[config.mk]
export PLATFORM = sky130hd
export DESIGN_NAME = shift_word_collector
export DESIGN_NICKNAME = d
export VERILOG_FILES = /design/src/rtl/shift_word_collector_pkg.sv /design/src/rtl/shift_word_collector_sync_fifo.sv /design/src/rtl/shift_word_collector.sv
export SDC_FILE = /design/constraint.sdc
export NUM_CORES = 1
export LEC_CHECK = 0
export BUFFER_PORTS_ARGS = -buffer_cell sky130_fd_sc_hd__buf_2
export CAP_MARGIN = 10
export CORE_ASPECT_RATIO = 1.4
export CORE_MARGIN = 2
export CORE_UTILIZATION = 35
export DETAILED_ROUTE_END_ITERATION = 8
export PLACE_DENSITY = 0.55
export SETUP_SLACK_MARGIN = 0.05
export SLEW_MARGIN = 20
export SYNTH_ARGS = -nofsm -noshare
export SYNTH_HDL_FRONTEND = slang
export SYNTH_SLANG_ARGS = --single-unit
[constraint.sdc]
create_clock -name clk -period 2.5 [get_ports clk]
set_clock_uncertainty 0.05 [all_clocks]
set_input_delay 0.25 -clock clk [delete_from_list [all_inputs] [get_ports clk]]
set_output_delay 0.25 -clock clk [all_outputs]
set_load 0.01 [all_outputs]
[src/rtl/shift_word_collector_pkg.sv]
// Shared definitions for the shift word collector.
//   DIR_RIGHT / DIR_LEFT : values of the mode input / stored direction tag
//   word_t               : {dir, data} record for the default 4-bit register
//   clog2                : ceil(log2(value)), used to size counters and pointers
package shift_word_collector_pkg;

    localparam logic DIR_RIGHT = 1'b1;
    localparam logic DIR_LEFT  = 1'b0;

    localparam int DEF_WIDTH = 4;

    typedef struct packed {
        logic                 dir;
        logic [DEF_WIDTH-1:0] data;
    } word_t;

    function automatic int clog2(input int value);
        int r;
        int v;
        r = 0;
        v = value - 1;
        while (v > 0) begin
            r = r + 1;
            v = v >> 1;
        end
        return r;
    endfunction

endpackage

[src/rtl/shift_word_collector_sync_fifo.sv]
// Show-ahead circular FIFO with a drop-on-full rule.
//   push/wdata : write request; accepted if not full or a pop happens this cycle
//   pop_req    : consumer ready; a pop only happens when not empty
//   rdata      : head entry; while empty it holds the last popped head (0 after reset)
//   empty/full/count : occupancy status
//   drop       : combinational, high when a push is refused because the FIFO is full
module shift_word_collector_sync_fifo
    import shift_word_collector_pkg::*;
#(
    parameter  int DEPTH  = 4,
    parameter  int DATA_W = 5,
    localparam int CNT_W  = clog2(DEPTH + 1)
) (
    input  logic              clk,
    input  logic              reset,
    input  logic              push,
    input  logic              pop_req,
    input  logic [DATA_W-1:0] wdata,
    output logic [DATA_W-1:0] rdata,
    output logic              empty,
    output logic              full,
    output logic [CNT_W-1:0]  count,
    output logic              drop
);

    localparam int PTR_W = clog2(DEPTH);

    logic [DATA_W-1:0] mem [DEPTH];
    logic [PTR_W-1:0]  wr_ptr;
    logic [PTR_W-1:0]  rd_ptr;
    logic [CNT_W-1:0]  cnt_q;
    logic [DATA_W-1:0] hold_q;
    logic              pop;
    logic              push_ok;

    assign empty   = (cnt_q == '0);
    assign full    = (cnt_q == CNT_W'(DEPTH));
    assign count   = cnt_q;
    assign pop     = pop_req & ~empty;
    // a pop in the same cycle frees the slot, so a full FIFO still accepts
    assign push_ok = push & (~full | pop);
    assign drop    = push & ~push_ok;
    assign rdata   = empty ? hold_q : mem[rd_ptr];

    always_ff @(posedge clk or negedge reset) begin
        if (!reset) begin
            wr_ptr <= '0;
            rd_ptr <= '0;
            cnt_q  <= '0;
            hold_q <= '0;
        end else begin
            // DEPTH is a power of two, so pointers wrap by overflow
            if (push_ok) wr_ptr <= wr_ptr + 1'b1;
            if (pop) begin
                rd_ptr <= rd_ptr + 1'b1;
                hold_q <= mem[rd_ptr];
            end
            case ({push_ok, pop})
                2'b10:   cnt_q <= cnt_q + 1'b1;
                2'b01:   cnt_q <= cnt_q - 1'b1;
                default: cnt_q <= cnt_q;
            endcase
        end
    end

    // storage is only read while the entry is valid, so it needs no reset
    always_ff @(posedge clk) begin
        if (push_ok) mem[wr_ptr] <= wdata;
    end

endmodule

[src/rtl/shift_word_collector.sv]
// Counts shifts of an external bidirectional shift register and, once WIDTH
// shifts in one direction have completed, snapshots its parallel output the
// following cycle and queues {dir, word} in a FIFO.
//   clk, reset (async, active low)
//   shift_en, mode : a shift happens at the end of this cycle in direction mode
//   par_in         : shift register parallel output
//   out_ready      : consumer takes the head word
//   ovf_clr        : clears the sticky overflow flag
//   out_data/out_valid/count/full : FIFO head and status
//   overflow       : sticky, a completed word was dropped
//   dir_err        : one-cycle pulse, a frame was aborted by a direction change
module shift_word_collector
    import shift_word_collector_pkg::*;
#(
    parameter int WIDTH = 4,
    parameter int DEPTH = 4
) (
    input  logic                        clk,
    input  logic                        reset,
    input  logic                        shift_en,
    input  logic                        mode,
    input  logic [WIDTH-1:0]            par_in,
    input  logic                        out_ready,
    input  logic                        ovf_clr,
    output logic [WIDTH:0]              out_data,
    output logic                        out_valid,
    output logic [clog2(DEPTH+1)-1:0]   count,
    output logic                        full,
    output logic                        overflow,
    output logic                        dir_err
);

    localparam int CNT_W = (WIDTH > 1) ? clog2(WIDTH) : 1;

    typedef enum logic {COLLECT, PENDING} state_t;

    state_t           state, state_n;
    logic [CNT_W-1:0] cnt, cnt_n;
    logic             frame_dir, frame_dir_n;
    logic             dir_err_n;
    logic             push;
    logic             drop;
    logic             empty;

    always_ff @(posedge clk or negedge reset) begin
        if (!reset) begin
            state     <= COLLECT;
            cnt       <= '0;
            frame_dir <= DIR_LEFT;
            dir_err   <= 1'b0;
            overflow  <= 1'b0;
        end else begin
            state     <= state_n;
            cnt       <= cnt_n;
            frame_dir <= frame_dir_n;
            dir_err   <= dir_err_n;
            if (drop)         overflow <= 1'b1;
            else if (ovf_clr) overflow <= 1'b0;
        end
    end

    // PENDING lasts exactly one cycle: par_in then shows the completed word.
    // Shifts in that cycle still count toward the next word.
    always_comb begin
        state_n     = COLLECT;
        cnt_n       = cnt;
        frame_dir_n = frame_dir;
        dir_err_n   = 1'b0;
        if (shift_en) begin
            if (cnt == '0) begin
                frame_dir_n = mode;
                if (WIDTH == 1) state_n = PENDING;
                else            cnt_n   = CNT_W'(1);
            end else if (mode != frame_dir) begin
                // abort the partial word; this shift opens a fresh frame
                dir_err_n   = 1'b1;
                frame_dir_n = mode;
                cnt_n       = CNT_W'(1);
            end else if (cnt == CNT_W'(WIDTH - 1)) begin
                cnt_n   = '0;
                state_n = PENDING;
            end else begin
                cnt_n = cnt + 1'b1;
            end
        end
    end

    assign push      = (state == PENDING);
    assign out_valid = ~empty;

    shift_word_collector_sync_fifo #(
        .DEPTH  (DEPTH),
        .DATA_W (WIDTH + 1)
    ) u_fifo (
        .clk     (clk),
        .reset   (reset),
        .push    (push),
        .pop_req (out_ready),
        .wdata   ({frame_dir, par_in}),
        .rdata   (out_data),
        .empty   (empty),
        .full    (full),
        .count   (count),
        .drop    (drop)
    );

endmodule

==> summary.md <==
| Metric | Value |
|---|---|
| P_leak | `0.000868 uW` |
| Final hold vios | `0` |
| Detailed Route WL | `2850 um` |
| Fmax | `430 MHz` |
| Slew @ Worst Pin | `0.447 ns` |
| GR Util All Layers | `11.8%` |
| Min-Delay Path Class | `in2reg` |
| Setup crit start | `u_fifo.count[2]` |
| DIE HEIGHT | `89.0 um` |
| Largest family of logic cells by synthesized area | `multiplexers` |
| Maximum fanout along the worst path | `7` |
| Library cells used by synthesis | `37` |
| Mux cell area share after synthesis | `15.3%` |
| Yosys top cell area share | `33.3%` |
| CTS tree | `yes` |
| Vias in the first global route | `1,059` |
| Post-synth EDFFs | `20` |
| Fin nets | `163` |
| Worst skew pair latency | `0.28 ns` |
| Max_cap viols | `0` |
| DP Area | `1970 sq um` |
| Status | `finished clean` |
| GRT overflow | `0` |
| Avg Cell Area, Syn | `15.2 sq um` |
| Share of cells above drive strength 1 | `32.0%` |
| HP Start | `ovf_clr` |
| GP Congestion | `0.760` |
| Setup_tns | `0 ns` |
| Relative slew margins | `70.2%` |
| Vias | `990` |
| Fin. max-slew vios | `0` |
| Synth Net Count | `136` |
| DRT iter0 DRCs | `52` |
| Async S/R FF share, synth | `47.4%` |
| Reg clk slew, reported paths | `0.07 ns` |
| Finished Cell Area | `2110 sq um` |
| Finish-stage setup viols | `0` |
| CTS buffer count | `5` |
| PortBufs | `21` |
| RSZ-0062 raised after global routing | `no` |
| First-pass GRT wire length | `4980 um` |
| Die width | `64.7 um` |
| Setup crit end kind | `register` |
| Synth Instances | `119` |
| Post-Synth XOR/XNOR Area | `2.91%` |
| DR DRC count | `0` |
| Synthesized area | `1800 sq um` |
| Post-synth top area cell | `edfxtp_1` |
| Layout overhead on the synthesized area | `17.1%` |
| Antenna Cells | `0` |
| Synth Warn # | `0` |
| Crit Path Class | `reg2reg` |
| Final Cycle Share | `92.9%` |
| Critical Path Start Type | `register` |
| Drt first pass iters | `4` |
| WP data required | `2.62 ns` |
| Largest net degree at the start of global routing | `19` |
| Clk sinks | `38` |
| Post-synthesis compound-gate area fraction | `3.68%` |
| CP arrival | `2.44 ns` |
| H-Tree Depth | `2` |
| Pwr Total | `2400 uW` |
| FF+latch count, synth | `38` |
| Synth area leaders | `edfxtp_1 33%, dfrtp_1 25%, mux4_2 6.2%, ha_1 4.2%, mux2_4 4.2%` |
| Initial Util | `36.7%` |
| Ys flop type | `edfxtp_1` |
| Simple-gate portion of the synthesized area | `9.92%` |
| ANT nets after route | `0` |
| Initial antenna violation count | `0` |
| Power Density | `1140 nW/um^2` |
| Fin Hold WS | `0.106 ns` |
| Core ar. | `4920 sq um` |
| CTS root buf | `clkbuf_8` |
| Wire per inst | `13.5 um` |
| Max clock buf depth | `2` |
| Post-synthesis sequential area ratio | `58.3%` |
| I/O Pins | `22` |
| Via density | `4.69` |
| Tmin final | `2.32 ns` |
| # rows | `30` |
| Worst VDD drop | `363 uV` |
| Post-Synth Adder-Cell Area | `5.27%` |
| Die area | `5750 sq um` |
| DPL Wire Length | `2080 um` |
| Worst r2r src | `u_fifo.count[2]` |
==> cells in the mapped netlist (2+ instances only) <==
cell type / count
and2_1: 5
buf_6: 4
dfrtp_1: 18
edfxtp_1: 20
ha_1: 6
inv_1: 8
mux2_1: 6
mux2_4: 5
mux4_2: 5
nand2_1: 2
nand3_1: 3
nand3b_1: 2
nor2_1: 2
nor2b_1: 3
o21ai_0: 4
xnor2_1: 4
xor2_1: 2
==> flip-flops by register name, indices dropped and copies added (netlist names) <==
signal / cells
frame_dir: 1
u_fifo.mem: 20
u_fifo.count: 3
push: 1
u_fifo.wr_ptr: 2
overflow: 1
u_fifo.rd_ptr: 2
dir_err: 1
cnt: 2
u_fifo.hold_q: 5
==> layout make-up <==
cell class | count | area (sq um)
fill | 457 | 2800
sequential | 38 | 1050
multi-input combinational | 67 | 674
timing repair buffer | 26 | 145
tap | 64 | 80.1
clock buffer | 5 | 68.8
clock inverter | 3 | 63.8
inverter | 8 | 30.0
==> critical path, stage by stage, from the launching register on <==
cell     delay [ns]
dfrtp_1        0.45
or3_4          0.20
nand2_8        0.07
or2_1          0.24
fa_1           0.40
or3b_1         0.37
and3_1         0.18
a221o_1        0.25
==> per-stage QoR <==
stage,util (%),setup WS (ns),instances
2_1_floorplan,-,0.0750,119
3_3_place_gp,40.0,0.144,202
3_5_place_dp,40.0,0.116,202
4_1_cts,42.9,0.104,211
5_1_grt,43.0,0.0600,211
6_report,43.0,0.177,211
==> path summary, 6_finish.rpt <==
kind	cells past startpoint	slack [ns]	endpoint
max	7	0.18	u_fifo.count[2]
min	2	0.11	overflow
max reg2reg	7	0.18	u_fifo.count[2]
min reg2reg	1	0.44	u_fifo.hold_q[4]
max in group asynchronous	2	1.71	push
min in group asynchronous	2	0.39	u_fifo.hold_q[0]
==> report_power, final <==
group	internal [uW]	total, uW	leakage, uW	switching (uW)
combinational	498	893	0.000402	395
clock	395	601	0.0000658	206
sequential	786	905	0.000400	119
total	1680	2400	0.000868	721
==> what timing repair did <==
item	in CTS	in global routing
setup endpoints to repair	0	1
hold buffers	1	0
hold endpoints to repair	18	0
gates resized for setup	0	1
setup buffers	0	0
==> cell families after synthesis <==
logic type               after synthesis
buffers and inverters                 14
flip-flops                            38
XOR/XNOR                               6
adder cells (fa/ha/maj)                7
AO/OA/AOI/OAI                         10
AND/OR/NAND/NOR                       26
multiplexers                          18
==> metal layers <==
metal,up-vias,share of wire [%],global-route usage (%)
li1,479,-,-
met1,487,42,13.5
met2,18,52,20.5
met3,6,3.9,3.15
met4,0,2.3,5.80
met5,-,0,0
==> cells in the final DEF, fill, tap and decap left out, drive strengths merged, types with 3 or more instances in the layout <==
cell type   n
o21ai       4
mux2       12
dfrtp      18
edfxtp     20
nand3       3
and2        5
nor2b       3
xnor2       4
ha          6
mux4        5
inv         8
buf        25
nand2       3
clkbuf      5
Power figures use the tool's default switching activity.
